==> src/rtl/scoreboard_round_ctrl.sv <==
// Round sequencer for the simple scoreboard: clears it, skips pushes, tags the magic packet
// and records pass/fail. Optional TRACK timeout with abort when SCB_ROUND_TIMEOUT_EN is defined.
module scoreboard_round_ctrl #(
    parameter int unsigned SKIPW   = 4,
    parameter int unsigned CNTW    = 8,
    parameter int unsigned TIMEOUT = 64
) (
    input  logic            clk,
    input  logic            rst,
    input  logic            go,
    input  logic [SKIPW-1:0] cfg_skip,
    input  logic            push,
    input  logic            sb_en,
    input  logic            sb_data_out_vld,
    input  logic            sb_prop_signal,
    output logic            sb_start,
    output logic            sb_rst,
    output logic            busy,
    output logic            done,
    output logic            fail,
    output logic            capture_err,
`ifdef SCB_ROUND_TIMEOUT_EN
    output logic            timeout,
`endif
    output logic [CNTW-1:0] pass_cnt,
    output logic [CNTW-1:0] fail_cnt,
    output logic [CNTW-1:0] round_cnt
);

    typedef enum logic [2:0] {StIdle, StClear, StArm, StTrack, StDone} state_e;

    localparam logic [CNTW-1:0] CntMax = '1;

    state_e           state_q, state_d;
    logic [SKIPW-1:0] skip_q, skip_d;
    logic [CNTW-1:0]  pass_q, pass_d;
    logic [CNTW-1:0]  fcnt_q, fcnt_d;
    logic [CNTW-1:0]  round_q, round_d;
    logic             fail_q, fail_d;
    logic             cap_q, cap_d;

`ifdef SCB_ROUND_TIMEOUT_EN
    localparam int unsigned WaitW = $clog2(TIMEOUT + 1);
    logic [WaitW-1:0] wait_q, wait_d;
    logic             timeout_q, timeout_d;
`endif

    function automatic logic [CNTW-1:0] sat_inc(input logic [CNTW-1:0] x);
        return (x == CntMax) ? x : x + CNTW'(1);
    endfunction

    always_comb begin
        state_d = state_q;
        skip_d  = skip_q;
        pass_d  = pass_q;
        fcnt_d  = fcnt_q;
        round_d = round_q;
        fail_d  = fail_q;
        cap_d   = cap_q;
`ifdef SCB_ROUND_TIMEOUT_EN
        wait_d    = wait_q;
        timeout_d = timeout_q;
`endif
        case (state_q)
            StIdle: begin
                if (go) begin
                    skip_d  = cfg_skip;
                    state_d = StClear;
                end
            end
            StClear: state_d = StArm;
            StArm: begin
                if (push) begin
                    if (skip_q != '0) begin
                        skip_d = skip_q - SKIPW'(1);
                    end else begin
                        // Scoreboard captures this push as the magic packet.
                        state_d = StTrack;
`ifdef SCB_ROUND_TIMEOUT_EN
                        wait_d  = '0;
`endif
                    end
                end
            end
            StTrack: begin
                if (!sb_en) cap_d = 1'b1;
                if (sb_data_out_vld) begin
                    if (!sb_prop_signal) begin
                        fail_d = 1'b1;
                        fcnt_d = sat_inc(fcnt_q);
                    end else begin
                        pass_d = sat_inc(pass_q);
                    end
                    state_d = StDone;
                end
`ifdef SCB_ROUND_TIMEOUT_EN
                // Exit wins over a coincident timeout.
                else if (wait_q == WaitW'(TIMEOUT - 1)) begin
                    fail_d    = 1'b1;
                    fcnt_d    = sat_inc(fcnt_q);
                    timeout_d = 1'b1;
                    state_d   = StDone;
                end else begin
                    wait_d = wait_q + WaitW'(1);
                end
`endif
            end
            StDone: begin
                round_d = sat_inc(round_q);
                state_d = StIdle;
            end
            default: state_d = StIdle;
        endcase
    end

    always_ff @(posedge clk) begin
        if (rst) begin
            state_q <= StIdle;
            skip_q  <= '0;
            pass_q  <= '0;
            fcnt_q  <= '0;
            round_q <= '0;
            fail_q  <= 1'b0;
            cap_q   <= 1'b0;
`ifdef SCB_ROUND_TIMEOUT_EN
            wait_q    <= '0;
            timeout_q <= 1'b0;
`endif
        end else begin
            state_q <= state_d;
            skip_q  <= skip_d;
            pass_q  <= pass_d;
            fcnt_q  <= fcnt_d;
            round_q <= round_d;
            fail_q  <= fail_d;
            cap_q   <= cap_d;
`ifdef SCB_ROUND_TIMEOUT_EN
            wait_q    <= wait_d;
            timeout_q <= timeout_d;
`endif
        end
    end

    assign sb_rst      = rst | (state_q == StClear);
    assign sb_start    = (state_q == StArm) && (skip_q == '0);
    assign busy        = (state_q != StIdle);
    assign done        = (state_q == StDone);
    assign fail        = fail_q;
    assign capture_err = cap_q;
    assign pass_cnt    = pass_q;
    assign fail_cnt    = fcnt_q;
    assign round_cnt   = round_q;
`ifdef SCB_ROUND_TIMEOUT_EN
    assign timeout     = timeout_q;
`endif

endmodule

==> config.mk <==
export PLATFORM = sky130hd
export DESIGN_NAME = scoreboard_round_ctrl
export DESIGN_NICKNAME = d
export VERILOG_FILES = /design/src/rtl/scoreboard_round_ctrl.sv
export SDC_FILE = /design/constraint.sdc
export NUM_CORES = 1
export LEC_CHECK = 0
export CORE_MARGIN = 4
export CORE_UTILIZATION = 52
export CTS_BUF_LIST = sky130_fd_sc_hd__clkbuf_8 sky130_fd_sc_hd__clkbuf_16
export CTS_CLUSTER_SIZE = 30
export DETAILED_ROUTE_END_ITERATION = 12
export GPL_TIMING_DRIVEN = 0
export PLACE_DENSITY = 0.81
export SLEW_MARGIN = 20
export SYNTH_ARGS = -nofsm -noshare
export SYNTH_HDL_FRONTEND = slang
export SYNTH_SLANG_ARGS = --single-unit
==> constraint.sdc <==
create_clock -name clk -period 3.35 [get_ports clk]
set_input_delay 0.67 -clock clk [delete_from_list [all_inputs] [get_ports clk]]
set_output_delay 0.67 -clock clk [all_outputs]
set_load 0.02 [all_outputs]
# ---- After elaboration in Yosys (flattened, before gate mapping)
# Cells that the tools add are included.
dict set report word_totals {
  reg_bits 33
  word_cells 51
  out_inout_bits 30
  inputBits 11
}
dict set report op_classes {
  add_sub_neg 4
  reduce_logical 13
  n_mux 9
  n_bitwise 6
  n_eq_ne 12
}
# op count
set ops {}
lappend ops {{$add A8 B1 Y8 const B} 3}
lappend ops {{$eq A8 B8 Y1 const B} 3}
lappend ops {{$reduce_and A4 Y1} 4}
lappend ops {{$mux W3} 4}
lappend ops {{$mux W4} 3}
lappend ops {{$pmux W3 S4} 1}
lappend ops {{$ne A2 B2 Y1 const B} 5}
lappend ops {{$pmux W4 S2} 1}
lappend ops {{$eq A3 B2 Y1 const B} 2}
lappend ops {{$not A1 Y1} 5}
lappend ops {{$logic_not A4 Y1} 1}
lappend ops {{$reduce_and A2 Y1} 2}
lappend ops {{$reduce_bool A4 Y1} 1}
lappend ops {{$sub A4 B1 Y4 const B} 1}
lappend ops {{$eq A3 B1 Y1 const B} 1}
lappend ops {{$eq A3 B3 Y1 const B} 1}
lappend ops {{$logic_not A3 Y1} 1}
lappend ops {{$reduce_and A3 Y1} 1}
lappend ops {{$reduce_bool A3 Y1} 1}
lappend ops {{$reduce_bool A2 Y1} 1}
lappend ops {{$logic_and A1 B1 Y1} 1}
lappend ops {{$or A1 B1 Y1} 1}

# ---- Logic depth before layout (Yosys ltp)
# Gate-level depths: netlist (run 1).
dict set report logic_depth {
  ltp_word 4
  ltp_mapped 6
  ltp_nobuf 6
}

# ---- Least setup slack after synthesis (run 1)
# No wires, ideal clock.
dict set report synth_timing {
  path_type {register to output}
  startpoint {register skip_q[0]}
  endpoint {output sb_start}
  path_buffers 0
  slack_ns 1.358
  path_stages_with_launch 5
  t_required_ns 2.680
  arrival_time_ns 1.322
  cell_sequence {dfxtp_1 inv_1 ha_1 or3b_2 nor2b_1}
}
dict set report synth_between {
  elab_chain_cells 2
}
# element line_no
set synth_lines {}
lappend synth_lines {{start, declared} 35} ;# logic [SKIPW-1:0] skip_q, skip_d;
lappend synth_lines {{start signal, assigned} 131} ;# skip_q <= skip_d;
lappend synth_lines {{$logic_not A4 Y1} 145} ;# assign sb_start = (state_q == StArm) && (skip_q == '0);
lappend synth_lines {{$logic_and A1 B1 Y1} 145}
lappend synth_lines {{end, declared} 16} ;# output logic sb_start,
# No other way between the ends.

# ---- Worst setup path in the final report (run 1)
dict set report layout_timing {
  startpoint {register state_q[0]}
  endpoint {output sb_start}
}
dict set report layout_between {
  elab_chain_cells 2
}
# element line_no
set layout_lines {}
lappend layout_lines {{start, declared} 34} ;# state_e state_q, state_d;
lappend layout_lines {{start signal, assigned} 118} ;# state_q <= StIdle;
lappend layout_lines {{start signal, assigned} 130} ;# state_q <= state_d;
lappend layout_lines {{$eq A3 B2 Y1} 145}
lappend layout_lines {{$logic_and A1 B1 Y1} 145}
# No other way between the ends.

==> run_results.csv, run 1 <==
group,metric,value,unit
run_status,outcome,"complete, no violations",
synth,syn-cell-area,1650,sq um
floorplan,die_area,4140,sq um
worst_setup_path,endpoint_kind,"primary output",
power_and_ir_drop,irDropWorstVdd,0.323,mV
clock_network,clock-sinks,33,
floorplan,die_w,64.3,um
synth,yosys.area.top_type_share,40.1,%
placement,place_inst,271,
route,viasPerCell,5.72,
global_route,grt_pass1_wl,7060,um
synth,synth_common_cells,"dfxtp_1 (33), nor2_1 (20), a21oi_1 (13), o21ai_0 (10), nand3_1 (8)",
route,drt-total-wl,3940,um
sta,setup_viol,0,
sta,post-route-period-util,84.7,%
clock_network,post_cts_resized,0,
floorplan,start_util,54.0,%
synth,ys_warn_count,0,
clock_network,clkLatencyLatePin,0.28,ns
sta,setup_tns,0,ns
placement,hpwl,2950,um
worst_setup_path,worstSetupPathType,"reg2out",
cells_and_area,drive_gt1_share,5.53,%
sta,drv_slew,0,
global_route,grt_pass1_vias,1535,
cells_and_area,insertedDiodeCount,0,
worst_setup_path,cp-start-kind,"flip-flop",
route,ant_nets,0,
synth,synth_seq_area_share,40.1,%
route,drc,0,
sta,finalHoldViolations,0,
route,first_pass_iters,4,
synth,synthDistinctLibCells,43,
power_and_ir_drop,powerDensity,361,nW/um^2
synth,ys.flop_type,"dfxtp_1",
sta,rsz0062_at_grt,"false",
route,via_count,1596,
placement,gp_congestion,0.775,
clock_network,clkTransAtPathRegs,0.06,ns
synth,yosysMostFrequentCell,"dfxtp_1",
sta,fmax,353,MHz
cells_and_area,final_cells,279,
sta,worst_pin_slew,0.665,ns
cells_and_area,postLayoutCoreUtil,71.6,%
power_and_ir_drop,p_leak,0.784,nW
synth,syn-num-nets,202,
min_path,hold_path_class,"reg2reg",
synth,ys_ff_latch,33,
floorplan,num_io_pins,41,
sta,period_minus_slack,2.84,ns
placement,io_buffers,40,
global_route,antenna_found_initial,0,
synth,post-synth-top-area-cell,"dfxtp_1",
synth,synthArstFlopShare,0,%
worst_setup_path,crit_path_max_fanout,10,
clock_network,cts_hold_buf,0,
synth,syn_area_per_cell,8.82,sq um
cells_and_area,syn_to_final_growth,32.6,%
clock_network,cts_buffers,5,
synth,synth_area_leaders,"dfxtp_1 (40%), nor2_1 (4.6%), mux2i_1 (4.2%)",
route,wl_per_cell,14.1,um
synth,synth_edf_count,0,
clock_network,cts_setup_buffers,0,
clock_network,root_buffer,"clkbuf_8",
placement,preCtsSetupSlack,0.665,ns
sta,setup_slack,0.513,ns
job,max_cap_viol_count,0,
cells_and_area,final_nets,249,
floorplan,die_h,64.3,um
clock_network,tritoncts,"done",
synth,synth_cells,187,
worst_setup_path,cp.required,2.68,ns
worst_setup_path,worstPathArrival,2.17,ns
global_route,grt.overflow.total,0,
global_route,grt_start_max_net_pins,11,
clock_network,htree_num_levels,2,
clock_network,cts_buffer_depth,2,
floorplan,num_rows,20,
floorplan,coreArea,3050,sq um
sta,slew_headroom,55.6,%
global_route,grtUsageTotal,21.5,%
sta,skew,0.00250,ns
route,drtIter0Drc,90,
registers in the layout, summed over array words and instances (netlist names):
register     cells
capture_err      1
fail             1
fail_cnt         8
pass_cnt         8
round_cnt        8
skip_q           4
state_q          3
cells by family (layout without fill, tap and decap cells):
family | after synthesis | count (layout) | synth area share (%)
adder cells (fa/ha/maj) | 4 | 4 | 3.04
flip-flops | 33 | 33 | 40.1
AO/OA/AOI/OAI | 47 | 47 | 19.0
XOR/XNOR | 9 | 9 | 4.78
buffers and inverters | 13 | 61 | 3.26
AND/OR/NAND/NOR | 74 | 74 | 25.6
multiplexers | 7 | 7 | 4.25
report_power, final:
group	switching [mW]	total (mW)	internal, mW
Combinational	0.0501	0.0960	0.0459
Clock	0.142	0.283	0.141
Sequential	0.00868	0.410	0.401
Total	0.201	0.789	0.588
layout by cell type (no fill, tap or decap), types with 2 or more instances in the layout:
cell type and n:
nand2_1 6, xnor2_1 2, clkbuf_8 5, clkinv_2 2, nand4_1 5, nor2b_1 5
and3_1 3, nor2_1 20, o211ai_1 3, xor2_1 7, nand2b_1 2, o31ai_1 5
nor3b_1 2, a21oi_1 13, a211oi_1 4, mux2i_1 7, clkbuf_1 4, or4_1 4
o2111ai_1 3, ha_1 4, dfxtp_1 33, or3_1 6, inv_1 8, o21ai_0 10
or2_1 2, and2_1 3, nand3_1 8, clkdlybuf4s50_1 40, a31oi_1 2
routing by layer:
layer  wire [um]  GRT usage, %  up-vias  share of wire, %
met2        1990          36.7       46                51
met1        1670          24.9      757                42
met4          72          7.92        0               1.8
li1            -             -      785                 -
met5           0             0        -                 0
met3         207          6.85        8               5.3
worst paths after layout:
kind	startpoint	endpoint	slack, ns	cells after the start
hold reg to reg	capture_err$_SDFFE_PP0P_	capture_err$_SDFFE_PP0P_	0.48	2
hold / removal	capture_err$_SDFFE_PP0P_	capture_err$_SDFFE_PP0P_	0.48	2
setup / recovery	state_q[0]$_SDFFE_PP0P_	sb_start	0.51	4
setup reg to reg	skip_q[0]$_SDFFE_PP0P_	skip_q[3]$_SDFFE_PP0P_	1.37	6
critical path: stages (launching register included):
cell	delay [ns]
dfxtp_1	0.33
buf_2	0.18
nor3b_1	0.57
nor2b_1	0.20
clkdlybuf4s50_1	0.61
cell type report:
| cell class | instances | area (sq um) |
|---|---|---|
| multi-input combinational | 141 | 935 |
| timing repair buffer | 40 | 400 |
| clock buffer | 5 | 68.8 |
| inverter | 7 | 26.3 |
| clock inverter | 3 | 13.8 |
| tap | 44 | 55.1 |
| fill | 244 | 866 |
| sequential | 33 | 661 |
| buffer | 6 | 27.5 |
metrics by stage:
step / hold WS (ns) / cell area, sq um / power, mW
after global routing: 0.511 / 2190 / 0.825
after floorplan: 0.467 / 1650 / 0.476
final: 0.480 / 2190 / 0.789
after global placement: 0.451 / 2100 / 0.509
after detailed placement: 0.471 / 2100 / 0.514
after CTS: 0.486 / 2190 / 0.797
(Power assumes the default switching activity.)
==> inputs of run 2 (changes only) <==
CORE_UTILIZATION = 44   (was 52)
PLACE_DENSITY = 0.72   (was 0.81)
clock period = 2.4 ns   (was 3.35 ns; I/O delays follow)
==> run_results.csv, run 2 (same netlist as run 1, synthesis figures left out) <==
group,metric,value,unit
global_route,grtUsageTotal,16.9,%
clock_network,cts_buffers,5,
global_route,grt.overflow.total,0,
route,first_pass_iters,4,
power_and_ir_drop,powerDensity,557,nW/um^2
worst_setup_path,cp-start-kind,"flip-flop",
min_path,whs_endpoint,"fail$_SDFFE_PP0P_",
clock_network,root_buffer,"clkbuf_8",
route,ant_nets,0,
worst_setup_path,crit_path_max_fanout,3,
clock_network,tritoncts,"done",
floorplan,num_rows,21,
sta,worst_pin_slew,0.562,ns
worst_setup_path,r2r_end,"skip_q[0]$_SDFFE_PP0P_",
floorplan,num_io_pins,41,
placement,gp_congestion,0.760,
worst_setup_path,rrSetupSlack,0.43,ns
clock_network,cts_hold_buf,0,
cells_and_area,drive_gt1_share,6.38,%
worst_setup_path,reg2regPathDepth,6,
route,via_count,1582,
cells_and_area,syn_to_final_growth,35.5,%
worst_setup_path,endpoint_kind,"primary output",
sta,slew_headroom,62.5,%
run_status,outcome,"complete, no violations",
sta,skew,0.00376,ns
global_route,grt_start_max_net_pins,11,
route,wl_per_cell,14.2,um
cells_and_area,insertedDiodeCount,0,
cells_and_area,final_nets,249,
worst_setup_path,cp.required,1.92,ns
min_path,hp-start,"fail$_SDFFE_PP0P_",
floorplan,die_h,69.2,um
job,max_cap_viol_count,0,
route,drt-total-wl,3980,um
clock_network,cts_buffer_depth,2,
min_path,min_path_cells,2,
sta,post-route-period-util,96.6,%
global_route,grt_pass1_wl,6800,um
worst_setup_path,slowest_stage,"or3b_2",
floorplan,start_util,47.5,%
route,drc,0,
sta,drv_slew,0,
sta,rsz0062_at_grt,"false",
sta,fmax,431,MHz
floorplan,die_w,69.2,um
cells_and_area,most-common-layout-cells,"clkdlybuf4s50_1 (39), dfxtp_1 (33), nor2_1 (20)",
global_route,antenna_found_initial,0,
worst_setup_path,path_depth,5,
sta,setup_tns,0,ns
power_and_ir_drop,p_leak,0.807,nW
worst_setup_path,worstSetupPathType,"reg2out",
clock_network,htree_num_levels,2,
clock_network,clkTransAtPathRegs,0.07,ns
worst_setup_path,worstPathArrival,1.84,ns
clock_network,clkLatencyLatePin,0.28,ns
sta,period_minus_slack,2.32,ns
min_path,hold_path_class,"reg2reg",
placement,place_inst,273,
route,viasPerCell,5.63,
worst_setup_path,r2r-start,"skip_q[0]$_SDFFE_PP0P_",
worst_setup_path,cp_num_buf_inv,2,
floorplan,die_area,4790,sq um
sta,setup_viol,0,
cells_and_area,layout_commonest_cell,"clkdlybuf4s50_1",
clock_network,clock-sinks,33,
sta,finalHoldViolations,0,
global_route,grt_pass1_vias,1501,
worst_setup_path,cp_top_family,"simple AND/OR/NAND/NOR gates",
clock_network,cts_setup_buffers,0,
worst_setup_path,cpPeakStageDelay,0.47,ns
placement,hpwl,2870,um
cells_and_area,final_cells,281,
power_and_ir_drop,irDropWorstVdd,0.423,mV
worst_setup_path,path_cells,"inv_1 -> ha_1 -> or3b_2 -> nor2b_1 -> dlygate4sd2_1",
placement,io_buffers,40,
floorplan,coreArea,3470,sq um
route,drtIter0Drc,102,
## run 2: final cells by class
cell class                      instances  area (sq um)
Fill cell                             310          1230
Tap cell                               46          57.6
Sequential cell                        33           661
Clock buffer                            6          82.6
Buffer                                  6          28.8
Inverter                                7          26.3
Timing Repair Buffer                   40           399
Multi-Input combinational cell        141           946
Clock inverter                          2          33.8
## run 2: report_power, final
part           switching, mW  total, mW  leakage [nW]  internal, mW
sequential            0.0127      0.573         0.267         0.560
clock                  0.202      0.536        0.0626         0.334
combinational         0.0710      0.135         0.478        0.0642
total                  0.285       1.24         0.807         0.958
## run 2: timing repair
action                     in CTS  in global routing
cloned                          0                  0
setup endpoints to repair       1                  2
gates resized for setup         2                  3
## run 2: layer usage
metal | vias to the layer above | wire, um | global-route usage, %
met2 | 33 | 1920 | 28.8
met3 | 7 | 185 | 4.93
met1 | 753 | 1820 | 20.2
met5 | - | 0 | 0
li1 | 789 | - | -
met4 | 0 | 59 | 5.86
## run 2: worst min-delay path, delay by kind of cell, from the launching register on
family / cells / cell delay, ns
DFF: 1 / 0.34
and+or+nand+nor: 1 / 0.07
AOI/OAI and AO/OA: 1 / 0.05
## run 2: how the worst max path moves through the flow
stage | slack [ns] | to | from
final | 0.08 | sb_start | skip_q[0]$_SDFFE_PP0P_
after global routing | 0.01 | done | state_q[2]$_SDFFE_PP0P_
after CTS | 0.01 | done | state_q[2]$_SDFFE_PP0P_
after detailed placement | 0.03 | sb_start | state_q[0]$_SDFFE_PP0P_
after global placement | 0.06 | sb_start | state_q[0]$_SDFFE_PP0P_
after floorplan | 0.60 | sb_start | skip_q[0]$_SDFFE_PP0P_
## run 2: stage by stage
stage               utilization (%)  hold slack, ns  total power, mW  instance area (sq um)  worst slack [ns]
global route                   64.4           0.519             1.30                   2230            0.0135
global placement               60.8           0.453            0.712                   2110            0.0623
floorplan                         -           0.467            0.665                   1650             0.598
detailed placement             60.8           0.475            0.717                   2110            0.0338
finish                         64.4           0.488             1.24                   2230            0.0819
CTS                            64.2           0.493             1.25                   2230            0.0132
